`src/rtl/down_counter_timer_pkg.sv`:
```
// Shared types and default sizing for the loadable down-counter timer.
package down_counter_timer_pkg;

  typedef enum logic [1:0] {
    IDLE = 2'd0,
    RUN  = 2'd1,
    DONE = 2'd2
  } dct_state_t;

  localparam int DCT_WIDTH_DEF    = 4;
  localparam int DCT_PRESCALE_DEF = 1;

endpackage

```
`src/rtl/tick_prescaler.sv`:
```
// Divides enabled cycles by PRESCALE; tick is high on the cycle the phase wraps.
module tick_prescaler #(
  parameter int PRESCALE = 1
) (
  input  logic clk,
  input  logic reset_n,
  input  logic enable,
  input  logic clear,
  output logic tick
);

  localparam int CW = (PRESCALE > 1) ? $clog2(PRESCALE) : 1;
  localparam logic [CW-1:0] LAST = CW'(PRESCALE - 1);

  logic [CW-1:0] phase_q;

  always_ff @(posedge clk or negedge reset_n) begin
    if (!reset_n) begin
      phase_q <= '0;
    end else if (clear) begin
      phase_q <= '0;
    end else if (enable) begin
      phase_q <= (phase_q == LAST) ? '0 : phase_q + CW'(1);
    end
  end

  assign tick = enable && (phase_q == LAST);

endmodule

```
`src/rtl/down_counter_timer.sv`:
```
// Loadable down-counter with one-shot terminal-count pulse and held done level.
// Optional feature macro: DOWN_COUNTER_TIMER_RELOAD_EN (auto_reload port + reload register).
module down_counter_timer
  import down_counter_timer_pkg::*;
#(
  parameter int WIDTH    = DCT_WIDTH_DEF,
  parameter int PRESCALE = DCT_PRESCALE_DEF
) (
  input  logic             clk,
  input  logic             reset_n,
  input  logic             load,
  input  logic [WIDTH-1:0] load_val,
  input  logic             enable,
  input  logic             stop,
`ifdef DOWN_COUNTER_TIMER_RELOAD_EN
  input  logic             auto_reload,
`endif
  output logic [WIDTH-1:0] count,
  output logic             busy,
  output logic             done,
  output logic             tc
);

  dct_state_t       state_q, state_d;
  logic [WIDTH-1:0] count_q, count_d;
  logic             tc_q, tc_d;
  logic             tick;
  logic             reload_on;

  tick_prescaler #(
    .PRESCALE (PRESCALE)
  ) u_prescaler (
    .clk     (clk),
    .reset_n (reset_n),
    .enable  (enable && (state_q == RUN)),
    .clear   (load || stop),
    .tick    (tick)
  );

`ifdef DOWN_COUNTER_TIMER_RELOAD_EN
  logic [WIDTH-1:0] reload_q;

  // Zero is never captured: a zero load terminates instead of running.
  always_ff @(posedge clk) begin
    if (load && (load_val != '0)) begin
      reload_q <= load_val;
    end
  end

  assign reload_on = auto_reload;
`else
  assign reload_on = 1'b0;
`endif

  always_ff @(posedge clk or negedge reset_n) begin
    if (!reset_n) begin
      state_q <= IDLE;
      count_q <= '0;
      tc_q    <= 1'b0;
    end else begin
      state_q <= state_d;
      count_q <= count_d;
      tc_q    <= tc_d;
    end
  end

  always_comb begin
    state_d = state_q;
    count_d = count_q;
    tc_d    = 1'b0;
    if (stop) begin
      state_d = IDLE;
      count_d = '0;
    end else if (load) begin
      if (load_val != '0) begin
        state_d = RUN;
        count_d = load_val;
      end else begin
        state_d = DONE;
        count_d = '0;
        tc_d    = 1'b1;
      end
    end else if ((state_q == RUN) && tick) begin
      if (count_q > WIDTH'(1)) begin
        count_d = count_q - WIDTH'(1);
      end else if (count_q == WIDTH'(1)) begin
        count_d = '0;
        tc_d    = 1'b1;
        if (!reload_on) begin
          state_d = DONE;
        end
      end else begin
        // Only reachable in reload mode: the zero cycle is shown once, then refilled.
        if (reload_on) begin
`ifdef DOWN_COUNTER_TIMER_RELOAD_EN
          count_d = reload_q;
`endif
        end else begin
          state_d = DONE;
        end
      end
    end
  end

  always_comb begin
    busy = (state_q == RUN);
    done = (state_q == DONE);
  end

  assign count = count_q;
  assign tc    = tc_q;

endmodule
```
`config.mk`:
```
export PLATFORM = sky130hd
export DESIGN_NAME = down_counter_timer
export DESIGN_NICKNAME = d
export VERILOG_FILES = /design/src/rtl/down_counter_timer_pkg.sv /design/src/rtl/tick_prescaler.sv /design/src/rtl/down_counter_timer.sv
export SDC_FILE = /design/constraint.sdc
export NUM_CORES = 1
export LEC_CHECK = 0
export CAP_MARGIN = 20
export CORE_AREA = 2 2 39 41
export CTS_BUF_LIST = sky130_fd_sc_hd__clkbuf_4 sky130_fd_sc_hd__clkbuf_8
export CTS_CLUSTER_DIAMETER = 40
export DETAILED_ROUTE_END_ITERATION = 10
export DIE_AREA = 0 0 41 43
export GPL_ROUTABILITY_DRIVEN = 0
export PLACE_DENSITY = 0.81
export SLEW_MARGIN = 20
export SYNTH_ARGS = -nofsm -noshare
export SYNTH_HDL_FRONTEND = slang
export SYNTH_SLANG_ARGS = --single-unit
```
`constraint.sdc`:
```
create_clock -name clk -period 1.2 [get_ports clk]
set_input_delay 0.12 -clock clk [delete_from_list [all_inputs] [get_ports clk]]
set_output_delay 0.12 -clock clk [all_outputs]
set_load 0.1 [all_outputs]
```
=== After elaboration in Yosys (flattened, before gate mapping) ===
Index checks and enable logic that the tools add are counted.

* Register bits after elaboration: 8
* Bits of input ports: 9
* Output and inout bits: 7
* Word-level logic and storage cells: 42

* Add/sub/neg operators: 2
* Magnitude comparators: 1
* Equal/unequal tests: 4
* Mux-type cells: 20
* Bitwise operators: 1
* Reduce and logical (&&, ||, !) cells: 10

{| class="wikitable"
|+ Operators with widths
! kind !! count
|-
| $mux W4 || 6
|-
| $mux W2 || 5
|-
| $mux W1 || 9
|-
| $reduce_bool A4 Y1 || 2
|-
| $eq A4 B1 Y1 const B || 1
|-
| $gt A4 B1 Y1 const B || 1
|-
| $reduce_and A2 Y1 || 2
|-
| $sub A4 B1 Y4 const B || 1
|-
| $logic_and A1 B1 Y1 || 3
|-
| $ne A3 B3 Y1 const B || 1
|-
| $reduce_bool A3 Y1 || 1
|-
| $eq A2 B1 Y1 const B || 1
|-
| $eq A2 B2 Y1 const B || 1
|-
| $reduce_bool A2 Y1 || 1
|-
| $add A1 B1 Y1 const B || 1
|-
| $logic_or A1 B1 Y1 || 1
|-
| $not A1 Y1 || 1
|}

=== Logic depth before layout (Yosys ltp) ===
* Depth in word-level cells: 7
* Depth in mapped cells: 5
* Depth with buffers taken out: 5

=== Hierarchy ===
A second synthesis with hierarchy kept.

* Cells, all modules: 51
* Area, all modules: 523.0 µm²

{| class="wikitable"
|+ Modules (own cells, without submodules)
! module !! instances !! cells an instance !! area each (µm²) !! seq. area each (µm²)
|-
| down_counter_timer || 1 || 50 || 515.5 || 175.2
|-
| tick_prescaler || 1 || 1 || 7.5 || 0.0
|}

=== Least setup slack after synthesis ===
Ideal clock, no wire load.

* Path kind: flip-flop to flip-flop
* From: register count_q[0] (netlist: count[0])
* To: register state_q[1]
* Setup time: 0.124 ns
* Arrival: 1.951 ns
* Data required time: 1.076 ns
* Path slack: -0.875 ns
* Cell stages (with the launch flop): 6
* Buffers on the path: 0
* Clock period less this slack: 2.075 ns
* Cells stage by stage: dfrtp_1 > inv_1 > ha_1 > nor2_1 > nor4_1 > o31a_1

* Word-level cells in the longest chain between the ends: 3

{| class="wikitable"
|+ RTL lines
! element !! line !! RTL
|-
| start, declared || down_counter_timer.sv:25 || <nowiki>logic [WIDTH-1:0] count_q, count_d;</nowiki>
|-
| start signal, assigned || down_counter_timer.sv:62 || <nowiki>count_q <= count_d;</nowiki>
|-
| $gt A4 B1 Y1 || down_counter_timer.sv:84 || <nowiki>if (count_q > WIDTH'(1)) begin</nowiki>
|-
| $ne A3 B3 Y1 (no source line) || - ||
|-
| $reduce_and A2 Y1 (no source line) || - ||
|-
| end signal, assigned || down_counter_timer.sv:61 || <nowiki>state_q <= state_d;</nowiki>
|-
| end, declared || down_counter_timer.sv:24 || <nowiki>dct_state_t state_q, state_d;</nowiki>
|}

Every way passes these cells.
A chain may end at the register's enable or synchronous reset.

=== Worst setup path in the final report ===
* From: register count_q[0] (netlist: count[0])
* To: register count_q[3] (netlist: count[3])

* Word-level cells in the longest chain between the ends: 5
* Elaborated cells on any way between the ends: 9
* Classes of those cells: add/sub (1); order compare (1); eq/ne (1); mux (4); reduce/logical (2)

{| class="wikitable"
|+ RTL lines
! element !! line !! RTL
|-
| $sub A4 B1 Y4 / $gt A4 B1 Y1 (equally long branches) || down_counter_timer.sv:85, down_counter_timer.sv:84 ||
|-
| $mux W4 || down_counter_timer.sv:84 ||
|-
| $mux W4 || down_counter_timer.sv:83 || <nowiki>end else if ((state_q == RUN) && tick) begin</nowiki>
|-
| $mux W4 || down_counter_timer.sv:74 || <nowiki>end else if (load) begin</nowiki>
|-
| $mux W4 || down_counter_timer.sv:71 || <nowiki>if (stop) begin</nowiki>
|}

Parallel ways exist; a longest one is shown, timed or not. The select of a mux whose other input is x is not followed.

==> summary.txt <==
Floorplanning
  • Initial core utilization: 37.3%
  • Die height: 43 um
  • DIE WIDTH: 41 um
  • Die Area: 1760 sq um
  • Ports: 16
  • Core Rows: 14
  • Area of the core: 1380 sq um

Routing
  • Vias: 597
  • Met3 wire len: 83 um
  • Pre-antenna DRT Iters: 4
  • Initial DRC Count: 21
  • Final WL: 1610 um
  • Routed WL per cell: 15.5 um
  • Max layer used: met4
  • Via density: 5.74
  • Met2 Wirelength: 763 um
  • Antenna Nets Post-Route: 0
  • Remaining DRCs: 0
  • Wl on met1: 695 um

STA
  • Tightest Pin Transition: 0.368 ns
  • Final hold viol count: 0
  • Setup_tns: -1.11 ns
  • Final setup fails: 12
  • Slew HR: 75.3%
  • Tmin final: 1.40 ns
  • Setup ws final: -0.197 ns
  • Worst Skew: 0.000457 ns
  • Max Fclk: 0.716 GHz
  • Unrepaired setup endpoints after global routing: true
  • Period utilisation layout: 116%
  • Final Max Slew Viols: 0

Worst setup path
  • CP bufs+invs: 1
  • WP data arrival: 1.53 ns
  • Crit start category: flop
  • Worst setup EP type: flop
  • Crit path cell chain: buf_4 -> nor3_1 -> mux2i_1 -> o22ai_1
  • CP max FO: 3
  • Top Family by Delay on Critical Path: flip-flops
  • Critical path launch point: count[0]
  • Critical Path RT: 1.33 ns
  • Reg2Reg Launch Point: count[0]
  • CP max stage delay: 0.51 ns
  • Class of the most critical setup path: flop to flop
  • Slowest-stage cell, CP: dfrtp_4

Power
  • Total power: 1010 uW
  • Power per cell area: 998 nW/um^2
  • Peak supply drop: 0.493 mV
  • LEAKAGE: 0.000430 uW

Yosys
  • Top post-synthesis cells by area: dfrtp_1, ha_1, nor4b_4
  • Post-synthesis sequential area ratio: 34.0%
  • Mapped cell area: 515 sq um
  • Top cell type's share of synthesized area: 34.0%
  • Post-Syn Instances: 52
  • Distinct cells, synth: 29
  • Top cell type by total area after synthesis: dfrtp_1
  • Yosys warns: 0
  • Syn avg cell area: 9.91 sq um
  • Synthesized flop and latch total: 7
  • Syn nets: 63

Outcome
  • Failing checks: setup timing
  • Status: complete, but fails checks

Finish
  • Filler cell count: 91
  • Area delta synth->final: 95.4%
  • Layout cells sized above 1: 60.2%
  • Post-layout util: 72.8%
  • Nets@finish: 100
  • Diode count: 0
  • Final Non-Filler Cells: 104

Min path
  • Tightest Hold Check Type: primary input to async pin

Clock tree
  • Clock latency on the worst-skew pair: 0.25 ns
  • H-tree levels: 1
  • Hold buffer count at CTS: 0
  • Clock Sinks: 7
  • Clock-pin slew on the worst setup and hold paths: 0.05 ns
  • CTS tree: built
  • Max clock buf depth: 2
  • CTS Buf Count: 3
  • CTS Root Cell: clkbuf_4

GRT
  • First-pass GRT wire length: 2540 um
  • Total gr overflow: 0
  • Vias in the first global route: 586
  • GRT Total Usage: 22.0%
  • Largest net degree at the start of global routing: 10
  • Initial antenna violation count: 0

Placed design
  • DP HPWL: 1130 um
  • Placed Cells: 94
  • IO buf count: 15

Run
  • Number of max-cap violations: 0
## routing by layer
layer  GRT usage [%]  vias to the layer above
li1                -                      277
met1            25.6                      278
met2            36.3                       33
met3            1.57                        9
met4            14.0                        0
met5               0                        -
## cells in the final DEF, fill, tap and decap left out, drive strengths merged, types with 2 or more instances in the layout
cell type	netlist	routed
buf	2	26
clkdlybuf4s50	0	8
dfrtp	7	7
inv	6	6
clkbuf	0	4
nor2	4	4
a31oi	3	3
o21ai	3	3
nor3	2	2
nand2	2	2
nor4	2	2
ha	2	2
o311ai	2	2
## final timing paths
check / end / slack [ns] / cells after the start
max reg2reg: count[3] / -0.20 / 4
min reg2reg: state_q[0] / 0.66 / 2
max: count[3] / -0.20 / 4
max in group asynchronous: count[1] / 0.81 / 1
min: state_q[1] / 0.13 / 1
min in group clk: state_q[0] / 0.54 / 2
## cell type report
cell class | count | area (sq um) | share of cell area (%)
Timing Repair Buffer | 34 | 370 | 36.8
Inverter | 6 | 27.5 | 2.73
Clock buffer | 4 | 30.0 | 2.98
Tap cell | 16 | 20.0 | 1.99
Sequential cell | 7 | 189 | 18.8
Multi-Input combinational cell | 37 | 370 | 36.8
## metrics by stage
step	worst slack, ns	hold WS [ns]	area [sq um]
4_1_cts	-0.175	0.126	980
3_3_place_gp	-0.141	0.399	903
2_1_floorplan	-0.304	-0.176	582
3_5_place_dp	-0.194	0.395	903
6_report	-0.197	0.126	1010
5_1_grt	-0.221	0.135	1010
## synth_stat cells
library cell and instances:
a311oi_2 1, a31oi_1 3, and2_1 1, and2b_1 1
and3b_2 1, buf_2 2, dfrtp_1 7, ha_1 2
inv_1 6, mux2i_1 1, nand2_1 2, nand2b_1 1
nand3_1 1, nand3b_4 1, nand4b_1 1, nor2_1 4
nor3_1 2, nor4_1 2, nor4b_4 1, nor4bb_1 1
o2111ai_1 1, o21ai_0 3, o22ai_1 1, o311ai_0 1
o311ai_2 1, o31a_1 1, o31ai_2 1, o41a_1 1
o41ai_1 1
## logic make-up (layout without fill, tap and decap cells)
logic type	Yosys count	count (layout)	synth area share, %
and+or+nand+nor	19	19	27.7
muxes	1	1	1.94
DFF	7	7	34.0
buffers and inverters	8	44	6.31
AOI/OAI and AO/OA	15	15	25.2
adders and majority gates	2	2	4.85
## repair_timing
| action | in CTS | in global routing |
|---|---|---|
| setup buffers | 5 | 1 |
| resized for setup | 5 | 3 |
| pin swaps | 3 | 3 |
| setup endpoints to repair | 10 | 13 |
| gates cloned | 0 | 0 |
## sequential cells by signal (all words and copies together) (netlist names)
register  flops
state_q       2
count         4
tc            1
## power by group
| part | switching (uW) | internal [uW] | leakage (uW) |
|---|---|---|---|
| Combinational | 260 | 218 | 0.000327 |
| Clock | 84.9 | 149 | 0.0000184 |
| Sequential | 33.1 | 260 | 0.0000844 |
Power figures use the tool's default switching activity.
